$ cat config.mk
export PLATFORM = sky130hd
export DESIGN_NAME = decoder_rr_arbiter_flat
export DESIGN_NICKNAME = d
export VERILOG_FILES = /design/src/rtl/decoder_rr_arbiter_if.sv /design/src/rtl/decoder_rr_arbiter.sv /design/src/flat_wrapper.sv
export SDC_FILE = /design/constraint.sdc
export NUM_CORES = 1
export LEC_CHECK = 0
export BUFFER_PORTS_ARGS = -buffer_cell sky130_fd_sc_hd__buf_2
export CORE_MARGIN = 2
export CORE_UTILIZATION = 65
export CTS_CLUSTER_SIZE = 14
export DETAILED_ROUTE_END_ITERATION = 10
export GPL_TIMING_DRIVEN = 0
export PLACE_DENSITY = 0.86
export SYNTH_ARGS = -nofsm -noshare
export SYNTH_HDL_FRONTEND = slang
export SYNTH_SLANG_ARGS = --single-unit
$ cat constraint.sdc
create_clock -name clk -period 11.8 [get_ports clk]
set_input_delay 1.77 -clock clk [delete_from_list [all_inputs] [get_ports clk]]
set_output_delay 1.77 -clock clk [all_outputs]
set_load 0.005 [all_outputs]
$ cat src/rtl/decoder_rr_arbiter_if.sv
// Request/grant bundle between the requesters and the round-robin arbiter.
// Valid/ready note: there is no ready; a requester holds req[i] high until it sees itself granted and is done.
interface decoder_rr_arbiter_if #(
  parameter int unsigned CNT_W = 8
);
  logic [7:0]       req;
  logic             gnt_valid;
  logic [2:0]       gnt_idx;
  logic [7:0]       gnt_onehot;
  logic [CNT_W-1:0] hold_cnt;
  logic             preempt;

  modport master (
    output req,
    input  gnt_valid, gnt_idx, gnt_onehot, hold_cnt, preempt
  );

  modport slave (
    input  req,
    output gnt_valid, gnt_idx, gnt_onehot, hold_cnt, preempt
  );
endinterface

$ cat src/rtl/decoder_rr_arbiter.sv
// Round-robin arbiter for 8 requesters driving a shared 3:8 decoded select bus.
// Grants are held while requested and pre-empted after MAX_HOLD cycles when others wait.
module decoder_rr_arbiter #(
  parameter int unsigned MAX_HOLD = 16,
  parameter int unsigned CNT_W    = 8
) (
  input  logic                 clk,
  input  logic                 rst,
  decoder_rr_arbiter_if.slave  bus,
  output logic                 dbg_state_o
);

  typedef enum logic {IDLE = 1'b0, GRANT = 1'b1} state_e;

  localparam logic [CNT_W-1:0] HOLD_LAST = CNT_W'(MAX_HOLD - 1);

  state_e           state_q, state_d;
  logic [2:0]       ptr_q, ptr_d;
  logic [2:0]       idx_q, idx_d;
  logic             valid_q, valid_d;
  logic [7:0]       onehot_q, onehot_d;
  logic [CNT_W-1:0] hold_q, hold_d;
  logic             preempt_q, preempt_d;

  logic [7:0] others;
  logic [2:0] sel_req, sel_oth;
  logic       owner_req, any_req, any_oth;

  // Descending scan so the candidate closest to start is written last and wins.
  function automatic logic [2:0] rr_pick(input logic [7:0] mask, input logic [2:0] start);
    logic [2:0] cand;
    rr_pick = start;
    for (int k = 7; k >= 0; k--) begin
      cand = start + 3'(k);
      if (mask[cand]) rr_pick = cand;
    end
  endfunction

  always_comb begin
    others    = bus.req & ~(8'b1 << idx_q);
    owner_req = bus.req[idx_q];
    any_req   = |bus.req;
    any_oth   = |others;
    sel_req   = rr_pick(bus.req, ptr_q);
    sel_oth   = rr_pick(others, ptr_q);
  end

  always_ff @(posedge clk) begin
    if (rst) begin
      state_q   <= IDLE;
      ptr_q     <= 3'd0;
      idx_q     <= 3'd0;
      valid_q   <= 1'b0;
      onehot_q  <= 8'h00;
      hold_q    <= '0;
      preempt_q <= 1'b0;
    end else begin
      state_q   <= state_d;
      ptr_q     <= ptr_d;
      idx_q     <= idx_d;
      valid_q   <= valid_d;
      onehot_q  <= onehot_d;
      hold_q    <= hold_d;
      preempt_q <= preempt_d;
    end
  end

  always_comb begin
    state_d = state_q;
    unique case (state_q)
      IDLE:    if (any_req) state_d = GRANT;
      GRANT:   if (!owner_req && !any_oth) state_d = IDLE;
      default: state_d = IDLE;
    endcase
  end

  always_comb begin
    valid_d   = valid_q;
    idx_d     = idx_q;
    hold_d    = hold_q;
    ptr_d     = ptr_q;
    preempt_d = 1'b0;
    unique case (state_q)
      IDLE: begin
        if (any_req) begin
          valid_d = 1'b1;
          idx_d   = sel_req;
          hold_d  = '0;
          ptr_d   = sel_req + 3'd1;
        end
      end
      GRANT: begin
        if (!owner_req) begin
          if (any_oth) begin
            idx_d  = sel_oth;
            hold_d = '0;
            ptr_d  = sel_oth + 3'd1;
          end else begin
            valid_d = 1'b0;
            idx_d   = 3'd0;
            hold_d  = '0;
          end
        end else if (hold_q == HOLD_LAST) begin
          // With nobody waiting the owner keeps the bus and the counter saturates.
          if (any_oth) begin
            idx_d     = sel_oth;
            hold_d    = '0;
            ptr_d     = sel_oth + 3'd1;
            preempt_d = 1'b1;
          end
        end else begin
          hold_d = hold_q + 1'b1;
        end
      end
      default: ;
    endcase
    onehot_d = valid_d ? (8'b1 << idx_d) : 8'h00;
  end

  assign bus.gnt_valid  = valid_q;
  assign bus.gnt_idx    = idx_q;
  assign bus.gnt_onehot = onehot_q;
  assign bus.hold_cnt   = hold_q;
  assign bus.preempt    = preempt_q;
  assign dbg_state_o    = state_q;

endmodule

$ cat src/flat_wrapper.sv
// flat-port wrapper written by rule: the top's interface ports become plain ports
module decoder_rr_arbiter_flat 
#(
  parameter int unsigned MAX_HOLD = 16,
  parameter int unsigned CNT_W    = 8
)
  (clk, rst, dbg_state_o, bus_req, bus_gnt_valid, bus_gnt_idx, bus_gnt_onehot, bus_hold_cnt, bus_preempt);
  decoder_rr_arbiter_if #(.CNT_W(CNT_W)) bus_i ();
  input  logic clk;
  input  logic rst;
  output logic dbg_state_o;
  input wire logic [$bits(bus_i.req)-1:0] bus_req;
  output wire logic [$bits(bus_i.gnt_valid)-1:0] bus_gnt_valid;
  output wire logic [$bits(bus_i.gnt_idx)-1:0] bus_gnt_idx;
  output wire logic [$bits(bus_i.gnt_onehot)-1:0] bus_gnt_onehot;
  output wire logic [$bits(bus_i.hold_cnt)-1:0] bus_hold_cnt;
  output wire logic [$bits(bus_i.preempt)-1:0] bus_preempt;
  assign bus_i.req = bus_req;
  assign bus_gnt_valid = bus_i.gnt_valid;
  assign bus_gnt_idx = bus_i.gnt_idx;
  assign bus_gnt_onehot = bus_i.gnt_onehot;
  assign bus_hold_cnt = bus_i.hold_cnt;
  assign bus_preempt = bus_i.preempt;
  decoder_rr_arbiter #(.MAX_HOLD(MAX_HOLD), .CNT_W(CNT_W)) u_core (.clk(clk), .rst(rst), .bus(bus_i), .dbg_state_o(dbg_state_o));
endmodule
=== Word-level counts from Yosys, hierarchy flattened ===
Index checks and enable logic that the tools add are counted.

* Output and inout bits: 22
* Register bits: 25
* Word-level logic and storage cells: 121

* Bitwise gates (word level): 6
* Shifts and indexed selects: 2
* Reduce and logical (&&, ||, !) cells: 9
* Add/sub/neg operators: 10
* Mux-type cells: 74
* Equal/unequal tests: 4
* Magnitude comparators: 9

{| class="wikitable"
|+ Operators with widths
! operator !! count
|-
| 3-bit 2-to-1 mux || 25
|-
| 1-bit binary-select mux with 3-bit select || 17
|-
| 3-bit by 4-bit less-than comparator with 1-bit output, second input constant || 9
|-
| 8-bit 2-to-1 mux || 4
|-
| 1-bit 2-to-1 mux || 23
|-
| 8-bit one-hot mux with 2 select lines || 1
|-
| 8-bit OR reduction || 2
|-
| 1-bit by 3-bit << shifter with 8-bit output, first input constant || 2
|-
| 3-bit adder, second input constant || 4
|-
| 3-bit one-hot mux with 2 select lines || 2
|-
| 3-bit by 1-bit adder with 3-bit output, second input constant || 3
|-
| 8-bit by 1-bit adder with 8-bit output, second input constant || 1
|-
| 8-bit bitwise AND || 1
|-
| 8-bit by 4-bit equality test with 1-bit output, second input constant || 1
|-
| 8-bit inverter || 1
|-
| 3-bit by 2-bit adder with 3-bit output, second input constant || 2
|-
| 4-bit != test, second input constant || 1
|-
| 1-bit inverter || 4
|-
| 1-bit one-hot mux with 2 select lines || 2
|-
| 2-bit AND reduction || 2
|-
| 4-bit OR reduction || 1
|-
| 3-bit != test, second input constant || 1
|-
| 1-bit logical NOT || 2
|-
| 2-bit by 1-bit != test with 1-bit output, second input constant || 1
|-
| 2 further kinds || 2
|}

=== Depth between registers and ports, before layout ===
Gate-level depths: netlist of the first run.

* Word-level depth: 18
* Mapped depth: 17
* Gate-level depth less buffers: 13

=== Least setup slack after synthesis of the first run ===
No wires, ideal clock.

* Path type: input -> register
* From: input port bus_req[0]
* To: register u_core.ptr_q[2]
* Path slack: 7.562 ns
* Stages: 11
* Path buffers: 1
* Arrival time: 4.152 ns
* Data required time: 11.714 ns
* Library setup time: 0.086 ns
* Cell sequence: clkbuf_1 > o31a_1 > mux4_2 > and2_4 > or4_4 > nor3_2 > o21ai_0 > o21a_1 > ha_1 > xnor2_1 > a211oi_1

* Cells in the longest elaborated chain, start to end: 16
* Elaborated cells on any way between the ends: 63
* Classes of those cells: add/sub (2); eq/ne (2); mux (55); bitwise (1); reduce/logical (3)

{| class="wikitable"
|+ Ends and longest elaborated chain
! element !! RTL line !! source
|-
| from (decl) || flat_wrapper.sv:12 || <nowiki>input wire logic [$bits(bus_i.req)-1:0] bus_req;</nowiki>
|-
| 8-bit bitwise AND || decoder_rr_arbiter.sv:40 || <nowiki>others = bus.req & ~(8'b1 << idx_q);</nowiki>
|-
| 1-bit binary-select mux with 3-bit select || decoder_rr_arbiter.sv:35 || <nowiki>if (mask[cand]) rr_pick = cand;</nowiki>
|-
| 1-bit 2-to-1 mux (not written as such) || decoder_rr_arbiter.sv:35 ||
|-
| 3-bit 2-to-1 mux (8 in a row) || decoder_rr_arbiter.sv:35 ||
|-
| 3-bit by 1-bit adder with 3-bit output || decoder_rr_arbiter.sv:97, decoder_rr_arbiter.sv:108 ||
|-
| 3-bit 2-to-1 mux || decoder_rr_arbiter.sv:94, decoder_rr_arbiter.sv:105 ||
|-
| 3-bit 2-to-1 mux || decoder_rr_arbiter.sv:103 || <nowiki>end else if (hold_q == HOLD_LAST) begin</nowiki>
|-
| 3-bit 2-to-1 mux || decoder_rr_arbiter.sv:93 || <nowiki>if (!owner_req) begin</nowiki>
|-
| 3-bit one-hot mux with 2 select lines || decoder_rr_arbiter.sv:83 || <nowiki>unique case (state_q)</nowiki>
|-
| to (signal assigned) || decoder_rr_arbiter.sv:59 || <nowiki>ptr_q <= ptr_d;</nowiki>
|-
| to (decl) || decoder_rr_arbiter.sv:18 || <nowiki>logic [2:0] ptr_q, ptr_d;</nowiki>
|}

Several ways; a longest one is shown, not always the timed one. The select of a mux whose other input is x is not followed.
A chain may end at the register's enable or synchronous reset.

=== Worst setup path after layout of the first run ===
* From: register u_core.ptr_q[1]
* To: register u_core.ptr_q[2]

* Cells in the longest elaborated chain, start to end: 16
* Elaborated cells on any way between the ends: 62
* Classes of those cells: add/sub (9); mux (53)

{| class="wikitable"
|+ Ends and longest elaborated chain
! element !! RTL line !! source
|-
| 3-bit adder || decoder_rr_arbiter.sv:34 || <nowiki>cand = start + 3'(k);</nowiki>
|-
| 1-bit binary-select mux with 3-bit select || decoder_rr_arbiter.sv:35 ||
|-
| 1-bit 2-to-1 mux (not written as such) || decoder_rr_arbiter.sv:35 ||
|-
| 3-bit 2-to-1 mux (8 in a row) || decoder_rr_arbiter.sv:35 ||
|-
| 3-bit by 1-bit adder with 3-bit output || decoder_rr_arbiter.sv:97, decoder_rr_arbiter.sv:108 ||
|-
| 3-bit 2-to-1 mux || decoder_rr_arbiter.sv:94, decoder_rr_arbiter.sv:105 ||
|-
| 3-bit 2-to-1 mux || decoder_rr_arbiter.sv:103 ||
|-
| 3-bit 2-to-1 mux || decoder_rr_arbiter.sv:93 ||
|-
| 3-bit one-hot mux with 2 select lines (*) || decoder_rr_arbiter.sv:83 ||
|}

Mark *: on every way between the ends. The rest lies on a longest branch, timed or not. The select of a mux whose other input is x is not followed.

==> out/metrics.yaml, run 1 <==
status:
  run_status: "finished, final reports clean"
timing:
  setup_viol_count_final: 0
  final_period_minus_worst_setup_slack_ps: 5170
  max-slew-margin-rel_pct: 35.6
  final.setup.tns_ps: 0
  timing.final.max_slew_violations: 0
  finalClockSkew_ps: 5.79
  report.final.hold_viol_count: 0
  final_min_period_over_clock_period_pct: 43.8
  worst-slew-pin-transition_ps: 963
  rsz0062_at_grt: "no"
  achievable-frequency_mhz: 193
clocking:
  cts_buffers: 3
  holdBufCountCts: 0
  cts_max_path_buffers: 2
  path_clk_slew_ps: 90
  tritoncts_num_sinks: 25
  tritoncts: "yes"
  insertion_delay_ps: 270
  count_of_h_tree_levels_built_during_cts: 1
  cts_repair_resize_count: 0
  cts_setup_buffers: 0
  clock_tree.root_cell: "sky130_fd_sc_hd__clkbuf_8"
hold_path:
  hp-start: "u_core.bus.hold_cnt[7]"
  hold_depth: 2
  min-delay-path-class: "register to register"
  hold_end: "u_core.bus.hold_cnt[7]"
critical_path:
  r2r-end: "u_core.ptr_q[2]"
  critical-path-top-cell-by-count: "sky130_fd_sc_hd__xnor2_1"
  r2r_slack_ps: 6630
  worst_ep_arrival_time_ps: 5360
  cp-start-kind: "register"
  ff2ff_path_depth: 17
  cp_data_required_time_ps: 11990
  critPathMaxFanout: 10
  critical_path.cell_chain: "buf_1 > inv_1 > clkbuf_1 > ha_1 > buf_2 > buf_1 > xnor2_1 > nand2_1 > or2_2 > a31oi_1 > o2111ai_1 > a31oi_1 > nor2_1 > xnor2_1 > ha_1 > xnor2_1 > a211oi_1"
  crit-reg2reg-launch: "u_core.ptr_q[1]"
  slowest_delay_ps: 710
  endpoint_kind: "register"
  critical_path_class: "register to register"
  critical-path-slowest-cell: "sky130_fd_sc_hd__xnor2_1"
die:
  floorplan.initialDensity_pct: 68.3
  fp.dieH_um: 75.2
  io_pins: 32
  die_area_um2: 5650
  coreArea_um2: 4820
  std_cell_rows: 25
  die_width_um: 75.2
job:
  max-cap-violations: 0
pwr:
  p_sw_mw: 0.597
  internal_power_mw: 0.480
  powerDensity_nw_per_um2: 301
  p_leak_nw: 1.35
  power_frac_clock_pct: 5.0
  vdd_ir_drop_max_uv: 307
  total_power_mw: 1.08
  swShare_pct: 55.4
  seqPwrFrac_pct: 10.7
  power.combinational.fraction_pct: 84.3
synthesis:
  synth-seq-cells: 25
  yosysSeqAreaShare_pct: 15.2
  syn_nets: 438
  synth_enable_flop_cells: 0
  async_flop_share_pct: 0
  synth.distinct_cells: 71
  yosys_most_used_dff: "sky130_fd_sc_hd__dfxtp_1"
  post_synth.cell_area_avg_um2: 7.76
  synth_area_um2: 3290
  synth_cells: 424
  synth-warning-count: 0
grt:
  grt_first_pass_wirelength_um: 17500
  gr-usage-all-layers_pct: 41.2
  globalRoute.totalOverflow: 0
  grt_max_degree: 17
  grt_pass1_vias: 3459
  grt_antenna_before_repair: 0
final_layout:
  stdcell_count: 526
  final_design_area_no_fill_um2: 3580
  number_of_antenna_cells_inserted: 0
  finalCoreUtilization_pct: 74.3
  drive_above_1_share_pct: 18.5
  finish.net_count: 474
  syn_to_final_growth_pct: 8.78
placed_design:
  gp_routability_congestion: 0.991
  dp_hpwl_um: 8270
  port_buffers: 31
  post_dp_area_um2: 3530
  post-place-cells: 522
detailed_routing:
  first_pass_iters: 7
  vias: 3966
  drtIter0Drc: 705
  drc_errors: 0
  detail_route.vias_per_cell: 7.54
  final_antenna_net_count: 0
  routed_wl_um: 11400
  drt-wirelength-per-cell_um: 21.7
## state kept, by name (all words and copies together) (netlist names)
name / count
u_core.ptr_q: 3
u_core.dbg_state_o: 1
u_core.bus.hold_cnt: 8
u_core.bus.preempt: 1
u_core.bus.gnt_onehot: 8
u_core.bus.gnt_valid: 1
u_core.bus.gnt_idx: 3
## per-layer routing
metal  part of all wire (%)  GRT usage, %
met1                     36          54.9
met2                     43          64.3
met3                     16          12.0
met4                    5.5          14.4
met5                      0             0
## power groups by stage
| stage | sequential, mW | combinational (mW) | clock (mW) |
|---|---|---|---|
| after global routing | 0.116 | 0.958 | 0.0564 |
| after CTS | 0.114 | 0.864 | 0.0541 |
| after floorplan | 0.115 | 0.650 | 0 |
| final | 0.115 | 0.908 | 0.0534 |
| after global placement | 0.115 | 0.830 | 0 |
| after detailed placement | 0.116 | 0.854 | 0 |
## critical path, delay by kind of cell, from the launching register on
kind | cells | cell delay [ps]
buffers and inverters | 5 | 1580
XOR/XNOR | 3 | 980
adder cells (fa/ha/maj) | 2 | 530
AO/OA/AOI/OAI | 4 | 1010
flip-flops | 1 | 440
AND/OR/NAND/NOR | 3 | 550
## Yosys cell counts (12+ instances only)
cell / n / area [um^2]
sky130_fd_sc_hd__nand3_1: 18 / 90.1
sky130_fd_sc_hd__mux4_2: 19 / 428
sky130_fd_sc_hd__nor3_1: 12 / 60.1
sky130_fd_sc_hd__mux2i_1: 12 / 120
sky130_fd_sc_hd__dfxtp_1: 25 / 500
sky130_fd_sc_hd__nand2b_1: 12 / 75.1
sky130_fd_sc_hd__o21ai_0: 14 / 70.1
sky130_fd_sc_hd__nand2_1: 27 / 101
sky130_fd_sc_hd__clkbuf_1: 21 / 78.8
sky130_fd_sc_hd__a21oi_1: 25 / 125
sky130_fd_sc_hd__nor2_1: 46 / 173
## area by class of cell
cell class	count	area, um^2
flip-flops and latches	25	500
multi-input cells	353	2590
clock inverters	1	8.76
inverters	8	30.0
fillers	387	1240
clock buffers	3	41.3
plain buffers	38	166
well taps	67	83.8
repair buffers	31	155
## how the worst max path moves through the flow
| stage | from | endpoint | slack (ps) | cells after the start |
|---|---|---|---|---|
| after floorplan | bus_req[0] | u_core.ptr_q[2] | 7560 | 11 |
| after global placement | bus_req[4] | u_core.ptr_q[2] | 7030 | 13 |
| after detailed placement | u_core.ptr_q[1] | u_core.ptr_q[2] | 6890 | 17 |
| after CTS | u_core.ptr_q[1] | u_core.ptr_q[2] | 6850 | 17 |
| after global routing | u_core.ptr_q[1] | u_core.ptr_q[2] | 6430 | 17 |
| final | u_core.ptr_q[1] | u_core.ptr_q[2] | 6630 | 17 |
## kinds of logic (layout without fill, tap and decap cells)
group	count (synthesis)	in the layout	synth area share (%)
buf+inv	46	81	5.97
fa+ha+maj	4	4	1.52
mux	38	38	19.0
flops	25	25	15.2
xor+xnor	14	14	3.72
simple gates	176	176	28.4
compound gates	121	121	26.2
## metrics by stage
| step | setup slack [ps] | hold WS (ps) |
|---|---|---|
| finish | 6630 | 538 |
| global route | 6430 | 590 |
| CTS | 6850 | 551 |
| detailed placement | 6890 | 530 |
| global placement | 7030 | 515 |
| floorplan | 7560 | 511 |
## cell usage in the layout, fill, tap and decap left out, types with 3 or more instances in the layout
cell type	instances
sky130_fd_sc_hd__nand3_1	18
sky130_fd_sc_hd__xnor2_1	11
sky130_fd_sc_hd__dfxtp_1	25
sky130_fd_sc_hd__mux2_2	7
sky130_fd_sc_hd__nand3b_1	4
sky130_fd_sc_hd__clkbuf_8	3
sky130_fd_sc_hd__a22oi_1	7
sky130_fd_sc_hd__a21oi_1	25
sky130_fd_sc_hd__o22ai_1	11
sky130_fd_sc_hd__and3_1	7
sky130_fd_sc_hd__clkbuf_1	21
sky130_fd_sc_hd__a22o_1	4
sky130_fd_sc_hd__a211o_1	4
sky130_fd_sc_hd__buf_2	41
sky130_fd_sc_hd__a32o_1	3
sky130_fd_sc_hd__or4_1	3
sky130_fd_sc_hd__nor2b_1	9
sky130_fd_sc_hd__nor2_1	46
sky130_fd_sc_hd__a31oi_1	7
sky130_fd_sc_hd__buf_1	5
sky130_fd_sc_hd__o221ai_1	7
sky130_fd_sc_hd__mux2i_1	12
sky130_fd_sc_hd__nand2_1	27
sky130_fd_sc_hd__nor4_1	8
sky130_fd_sc_hd__inv_1	6
sky130_fd_sc_hd__ha_1	4
sky130_fd_sc_hd__and3b_1	3
sky130_fd_sc_hd__nand2b_1	12
sky130_fd_sc_hd__xor2_1	3
sky130_fd_sc_hd__or2_2	4
sky130_fd_sc_hd__or3b_1	3
sky130_fd_sc_hd__o2111ai_1	3
sky130_fd_sc_hd__nor3_1	12
sky130_fd_sc_hd__a211oi_1	4
sky130_fd_sc_hd__and2_1	6
sky130_fd_sc_hd__a221oi_1	4
sky130_fd_sc_hd__o21ai_0	14
sky130_fd_sc_hd__o211ai_1	3
sky130_fd_sc_hd__mux4_2	19
(Power assumes the default switching activity.)
==> run 2, diff against run 1 <==
ABC_AREA = 1   (was unset)
CORE_UTILIZATION = 59   (was 65)
PLACE_DENSITY = 0.81   (was 0.86)
clock period = 4.9 ns   (was 11.8 ns; I/O delays follow)
==> run 2 against run 1 <==
Against the previous run:
- routed wire length down 38%
- highest routed layer unchanged
- synthesized area is 24% lower
- largest cell class unchanged
- fmax grew 53%
- clock power increased by 130%
- combinational power increased by 110%
- clock skew shrank 0.55 ps
- non-clock buffer count shrank 28
- global-route usage is 10 points lower
- critical endpoint unchanged
==> out/metrics.yaml, run 2 <==
job:
  max-cap-violations: 0
grt:
  grt_antenna_before_repair: 0
  grt.met1_usage_pct: 38.7
  use_met2_pct: 52.8
  grt_max_degree: 15
  gr-max-usage-layer: "met2"
  grt_first_pass_wirelength_um: 12400
  gr-usage-all-layers_pct: 30.9
  globalRoute.totalOverflow: 0
  grt_pass1_vias: 2859
  global_route.usage.met3_pct: 2.62
pwr:
  vdd_ir_drop_max_uv: 448
  p_leak_nw: 1.56
  powerDensity_nw_per_um2: 848
  total_power_mw: 2.35
clocking:
  clock_tree.root_cell: "sky130_fd_sc_hd__clkbuf_8"
  holdBufCountCts: 0
  insertion_delay_ps: 270
  cts_setup_buffers: 0
  cts_buffers: 3
  cts_repair_resize_count: 0
  count_of_h_tree_levels_built_during_cts: 1
  cts_max_path_buffers: 2
  path_clk_slew_ps: 90
  tritoncts: "yes"
  tritoncts_num_sinks: 25
critical_path:
  critPathMaxFanout: 10
  cp-start-kind: "register"
  worst_setup_path_endpoint: "u_core.ptr_q[2]"
  r2r_slack_ps: 1520
  cp_data_required_time_ps: 5070
  r2r-end: "u_core.ptr_q[2]"
  crit-reg2reg-launch: "u_core.ptr_q[1]"
  crit_start: "u_core.ptr_q[1]"
  endpoint_kind: "register"
  worst_ep_arrival_time_ps: 3550
  ff2ff_path_depth: 25
  critical_path_class: "register to register"
final_layout:
  final_design_area_no_fill_um2: 2770
  layout.cells.most_common: "sky130_fd_sc_hd__nand2_1"
  finalCoreUtilization_pct: 68.2
  number_of_antenna_cells_inserted: 0
  syn_to_final_growth_pct: 10.3
  drive_above_1_share_pct: 14.0
  finish.net_count: 500
  layout.cells.most_common_list: "156 x sky130_fd_sc_hd__nand2_1, 87 x sky130_fd_sc_hd__nand3_1, 61 x sky130_fd_sc_hd__inv_1, 33 x sky130_fd_sc_hd__buf_2, 26 x sky130_fd_sc_hd__nor2_1"
timing:
  worst-slew-pin-transition_ps: 447
  max-slew-margin-rel_pct: 70.2
  postLayoutSetupSlackWorst_ps: 1520
  final_period_minus_worst_setup_slack_ps: 3380
  timing.final.max_slew_violations: 0
  achievable-frequency_mhz: 296
  final.setup.tns_ps: 0
  report.final.hold_viol_count: 0
  final_min_period_over_clock_period_pct: 69.0
  setup_viol_count_final: 0
  rsz0062_at_grt: "no"
  finalClockSkew_ps: 5.23
synthesis:
  synthMostInstantiatedCell: "sky130_fd_sc_hd__nand2_1"
  syn_nets: 465
  yosysSeqAreaShare_pct: 20.0
  yosys_top_cell_by_area: "sky130_fd_sc_hd__nand2_1"
  synth-seq-cells: 25
  synth_area_um2: 2510
  post_synth_main_area_contributors: "sky130_fd_sc_hd__nand2_1 23%, sky130_fd_sc_hd__dfxtp_1 20%, sky130_fd_sc_hd__nand3_1 17%"
  synth.distinct_cells: 32
  synth.cells.most_frequent: "156 x sky130_fd_sc_hd__nand2_1, 87 x sky130_fd_sc_hd__nand3_1, 61 x sky130_fd_sc_hd__inv_1"
  netlist.area_leader.share_pct: 23.3
  async_flop_share_pct: 0
  synth-warning-count: 0
  post_synth.cell_area_avg_um2: 5.56
  yosys_most_used_dff: "sky130_fd_sc_hd__dfxtp_1"
  synth_enable_flop_cells: 0
  synth_cells: 451
detailed_routing:
  routed_wl_um: 7100
  drtIter0Drc: 249
  final_antenna_net_count: 0
  vias: 3015
  drt-wirelength-per-cell_um: 13.3
  detail_route.vias_per_cell: 5.64
  drc_errors: 0
  first_pass_iters: 5
placed_design:
  dp_hpwl_um: 5660
  post_dp_area_um2: 2720
  port_buffers: 30
  dp_worst_setup_slack_ps: 1550
  gp_routability_congestion: 0.976
die:
  fp.dieH_um: 69.2
  floorplan.initialDensity_pct: 61.8
  std_cell_rows: 23
  coreArea_um2: 4060
  die_width_um: 69.2
  io_pins: 32
  die_area_um2: 4790
status:
  run_status: "finished, final reports clean"
hold_path:
  min-delay-path-class: "register to register"
[run 2: changes by cell type in the layout (fill, tap and decap cells not counted), moves of 19 or more]
cell                       delta
sky130_fd_sc_hd__clkbuf_1    -21
sky130_fd_sc_hd__nand3_1     +69
sky130_fd_sc_hd__mux4_2      -19
sky130_fd_sc_hd__inv_1       +55
sky130_fd_sc_hd__nand2_1    +129
sky130_fd_sc_hd__nor2_1      -20
[run 2: where the power goes]
part | total, mW | switching (mW) | internal (mW)
combinational | 1.94 | 1.29 | 0.651
clock | 0.121 | 0.0639 | 0.0569
sequential | 0.282 | 0.0342 | 0.248
total | 2.35 | 1.39 | 0.956
[run 2: cell type report]
| type | instances | area [um^2] |
|---|---|---|
| multi-input cells | 345 | 1660 |
| fillers | 396 | 1290 |
| flip-flops and latches | 25 | 500 |
| inverters | 70 | 263 |
| repair buffers | 30 | 150 |
| plain buffers | 11 | 90.1 |
| well taps | 50 | 62.6 |
| clock buffers | 3 | 41.3 |
| clock inverters | 1 | 5.00 |
[run 2: cells by family (layout without fill, tap and decap cells)]
group                      count (synthesis)  in the layout  share of synthesized area [%]
and+or+nand+nor                          289            289                           50.6
buffers and inverters                     81            115                           14.1
AOI/OAI and AO/OA                         49             49                           11.4
DFF                                       25             25                           20.0
adders and majority gates                  4              4                           2.00
xor gates and xnor gates                   3              3                           1.95
[run 2: how the worst min path moves through the flow]
stage,startpoint,to,slack (ps),depth (start not counted)
4_1_cts,u_core.bus.hold_cnt[7],u_core.bus.hold_cnt[7],500,2
2_1_floorplan,u_core.bus.hold_cnt[7],u_core.bus.hold_cnt[7],480,2
3_5_place_dp,u_core.bus.hold_cnt[7],u_core.bus.hold_cnt[7],490,2
5_1_grt,u_core.bus.hold_cnt[0],u_core.bus.hold_cnt[0],540,2
3_3_place_gp,u_core.bus.hold_cnt[7],u_core.bus.hold_cnt[7],470,2
6_report,u_core.bus.hold_cnt[7],u_core.bus.hold_cnt[7],500,2
[run 2: through the flow]
stage               instances  hold WS [ps]
floorplan                 451           476
global placement          531           473
detailed placement        531           487
CTS                       535           498
global route              535           540
finish                    535           499
[run 2: critical path, stage by stage (launching register included)]
cell	delay, ps
sky130_fd_sc_hd__dfxtp_1	470
sky130_fd_sc_hd__inv_1	190
sky130_fd_sc_hd__buf_6	190
sky130_fd_sc_hd__ha_1	340
sky130_fd_sc_hd__inv_1	90
sky130_fd_sc_hd__buf_2	230
sky130_fd_sc_hd__o21ai_0	130
sky130_fd_sc_hd__nand2_1	110
sky130_fd_sc_hd__nand2_1	70
sky130_fd_sc_hd__nand2_1	80
sky130_fd_sc_hd__inv_1	50
sky130_fd_sc_hd__nand2_1	60
sky130_fd_sc_hd__nand2_1	50
sky130_fd_sc_hd__nand2_1	50
sky130_fd_sc_hd__nand2_1	40
sky130_fd_sc_hd__nand2_1	90
sky130_fd_sc_hd__nand2_1	60
sky130_fd_sc_hd__nand2_1	70
sky130_fd_sc_hd__nand2_1	50
sky130_fd_sc_hd__o21ai_0	220
sky130_fd_sc_hd__inv_1	80
sky130_fd_sc_hd__ha_1	200
sky130_fd_sc_hd__inv_1	70
sky130_fd_sc_hd__nor2_1	40
sky130_fd_sc_hd__o21ai_0	170
sky130_fd_sc_hd__inv_1	70
[run 2: routing by layer]
layer / up-vias / routed length [um]
li1: 1525 / -
met4: 0 / 292
met3: 28 / 494
met2: 133 / 3300
met5: - / 0
met1: 1329 / 3020
==> run 3, diff against run 2 <==
ABC_AREA = 0   (was 1)
CORE_UTILIZATION = 61   (was 59)
PLACE_DENSITY = 0.82   (was 0.81)
clock period = 3.5 ns   (was 4.9 ns; I/O delays follow)
==> run 3 against run 2 <==
Against the previous run:
- core utilization is 11 points higher
- fmax fell by 1.6%
- cell area grew 47%
- clock skew is 3.9 ps higher
- routed wire length up 77%
- critical endpoint is now u_core.ptr_q[1]
==> out/metrics.yaml, run 3 (same netlist as run 1, synthesis figures left out) <==
critical_path:
  critPathBufInv: 0
  critical_path_class: "register to register"
  critPathMaxFanout: 9
  worst_ep_arrival_time_ps: 3590
  cp-start-kind: "register"
  slowest_delay_ps: 520
  critical-path-slowest-cell: "sky130_fd_sc_hd__or4_4"
  endpoint_kind: "register"
  critical_path.cell_chain: "or3b_1 > and2_1 > mux4_2 > and2_4 > or4_4 > nor3_4 > o21ai_0 > o21a_1 > ha_1 > a21oi_1 > nor2_1"
  cp_top_family: "simple AND/OR/NAND/NOR gates"
  cp_data_required_time_ps: 3650
final_layout:
  finish.net_count: 495
  layout.cells.most_common: "sky130_fd_sc_hd__nor2_1"
  layout.cells.most_common_list: "44 x sky130_fd_sc_hd__nor2_1, 36 x sky130_fd_sc_hd__buf_2, 27 x sky130_fd_sc_hd__nand2_1, 27 x sky130_fd_sc_hd__buf_4, 24 x sky130_fd_sc_hd__a21oi_1"
  drive_above_1_share_pct: 31.5
  number_of_antenna_cells_inserted: 0
  fillCellCount: 347
  syn_to_final_growth_pct: 23.8
  stdcell_count: 550
die:
  coreArea_um2: 5170
  fp.dieH_um: 77.5
  die_width_um: 77.5
  std_cell_rows: 26
  die_area_um2: 6000
  floorplan.initialDensity_pct: 63.6
  io_pins: 32
grt:
  grt_first_pass_wirelength_um: 19000
  grt_pass1_vias: 3666
  globalRoute.totalOverflow: 0
  grt_antenna_before_repair: 0
  gr-usage-all-layers_pct: 40.3
  grt_max_degree: 17
clocking:
  path_clk_slew_ps: 100
  insertion_delay_ps: 270
  cts_max_path_buffers: 2
  count_of_h_tree_levels_built_during_cts: 1
  tritoncts_num_sinks: 25
  clock_tree.root_cell: "sky130_fd_sc_hd__clkbuf_8"
  tritoncts: "yes"
  cts_buffers: 3
  holdBufCountCts: 0
placed_design:
  gp_routability_congestion: 1.01
  port_buffers: 31
  dp_hpwl_um: 8210
  post-place-cells: 525
pwr:
  powerDensity_nw_per_um2: 1070
  p_sw_mw: 2.29
  swShare_pct: 52.5
  power.combinational.fraction_pct: 86.7
  p_leak_nw: 1.57
  total_power_mw: 4.37
  power_frac_clock_pct: 4.1
  seqPwrFrac_pct: 9.2
  vdd_ir_drop_max_uv: 900
  internal_power_mw: 2.08
timing:
  final_period_minus_worst_setup_slack_ps: 3440
  max-slew-margin-rel_pct: 47.1
  worst-slew-pin-transition_ps: 789
  setup_viol_count_final: 0
  achievable-frequency_mhz: 291
  final_min_period_over_clock_period_pct: 98.2
  timing.final.max_slew_violations: 0
  finalClockSkew_ps: 9.11
  report.final.hold_viol_count: 0
detailed_routing:
  routed_wl_um: 12600
  drtIter0Drc: 628
  first_pass_iters: 5
  final_antenna_net_count: 0
  drc_errors: 0
  detail_route.vias_per_cell: 7.45
  vias: 4095
  drt-wirelength-per-cell_um: 22.9
status:
  run_status: "finished, final reports clean"
job:
  max-cap-violations: 0
hold_path:
  min-delay-path-class: "primary input to register"
[run 3: cell count changes in the layout (fill, tap and decap cells not counted), moves of 11 or more]
cell,previous run,this run
sky130_fd_sc_hd__inv_1,61,5
sky130_fd_sc_hd__nand2_1,156,27
sky130_fd_sc_hd__o22ai_1,0,11
sky130_fd_sc_hd__nand2b_1,0,11
sky130_fd_sc_hd__nand3_1,87,17
sky130_fd_sc_hd__clkbuf_1,0,14
sky130_fd_sc_hd__mux2i_1,0,11
sky130_fd_sc_hd__buf_4,2,27
sky130_fd_sc_hd__nor2_1,26,44
sky130_fd_sc_hd__mux4_2,0,19
[run 3: worst paths after layout]
| kind | endpoint | slack (ps) | startpoint | depth (start not counted) |
|---|---|---|---|---|
| worst max-delay path | u_core.ptr_q[1] | 60 | u_core.bus.gnt_idx[2] | 11 |
| worst min-delay path | u_core.bus.gnt_valid | 540 | rst | 2 |
| worst max register to register | u_core.ptr_q[1] | 60 | u_core.bus.gnt_idx[2] | 11 |
| worst min register to register | u_core.bus.hold_cnt[2] | 560 | u_core.bus.hold_cnt[2] | 2 |
[run 3: power groups by stage]
stage                     clock, mW  sequential, mW  combinational [mW]
after floorplan                   0           0.388                2.21
after detailed placement          0           0.395                2.88
final                         0.179           0.402                3.79
after CTS                     0.181           0.390                3.21
after global placement            0           0.393                2.82
after global routing          0.190           0.406                3.99
[run 3: layout make-up]
class	count	area [um^2]	area share, %
Timing Repair Buffer	57	358	8.78
Buffer	33	183	4.48
Sequential cell	25	509	12.5
Tap cell	70	87.6	2.15
Clock inverter	1	8.76	0.215
Inverter	8	46.3	1.14
Clock buffer	3	41.3	1.01
Multi-Input combinational cell	353	2840	69.7
[run 3: metrics by stage]
stage	setup WS [ps]	cell area (um^2)	setup TNS, ps	utilization, %	hold slack (ps)
after floorplan	22.9	3310	0	-	511
after global placement	-597	3560	-6200	68.8	514
after detailed placement	-702	3560	-6910	68.8	544
after CTS	-8.39	3850	-10.3	74.4	523
after global routing	-42.0	4070	-103	78.8	552
final	64.3	4070	0	78.8	543
[run 3: per-layer routing]
metal | global-route usage [%] | wire length, um | vias up
met1 | 54.3 | 4560 | 1917
li1 | - | - | 1743
met5 | 0 | 0 | -
met3 | 8.72 | 1800 | 74
met2 | 63.7 | 5620 | 361
met4 | 14.3 | 619 | 0
[run 3: repair_timing]
action                     in CTS  in global routing
gates resized for setup        34                 42
pin swaps                      11                 15
setup endpoints to repair      14                 13
setup buffers                  12                 14
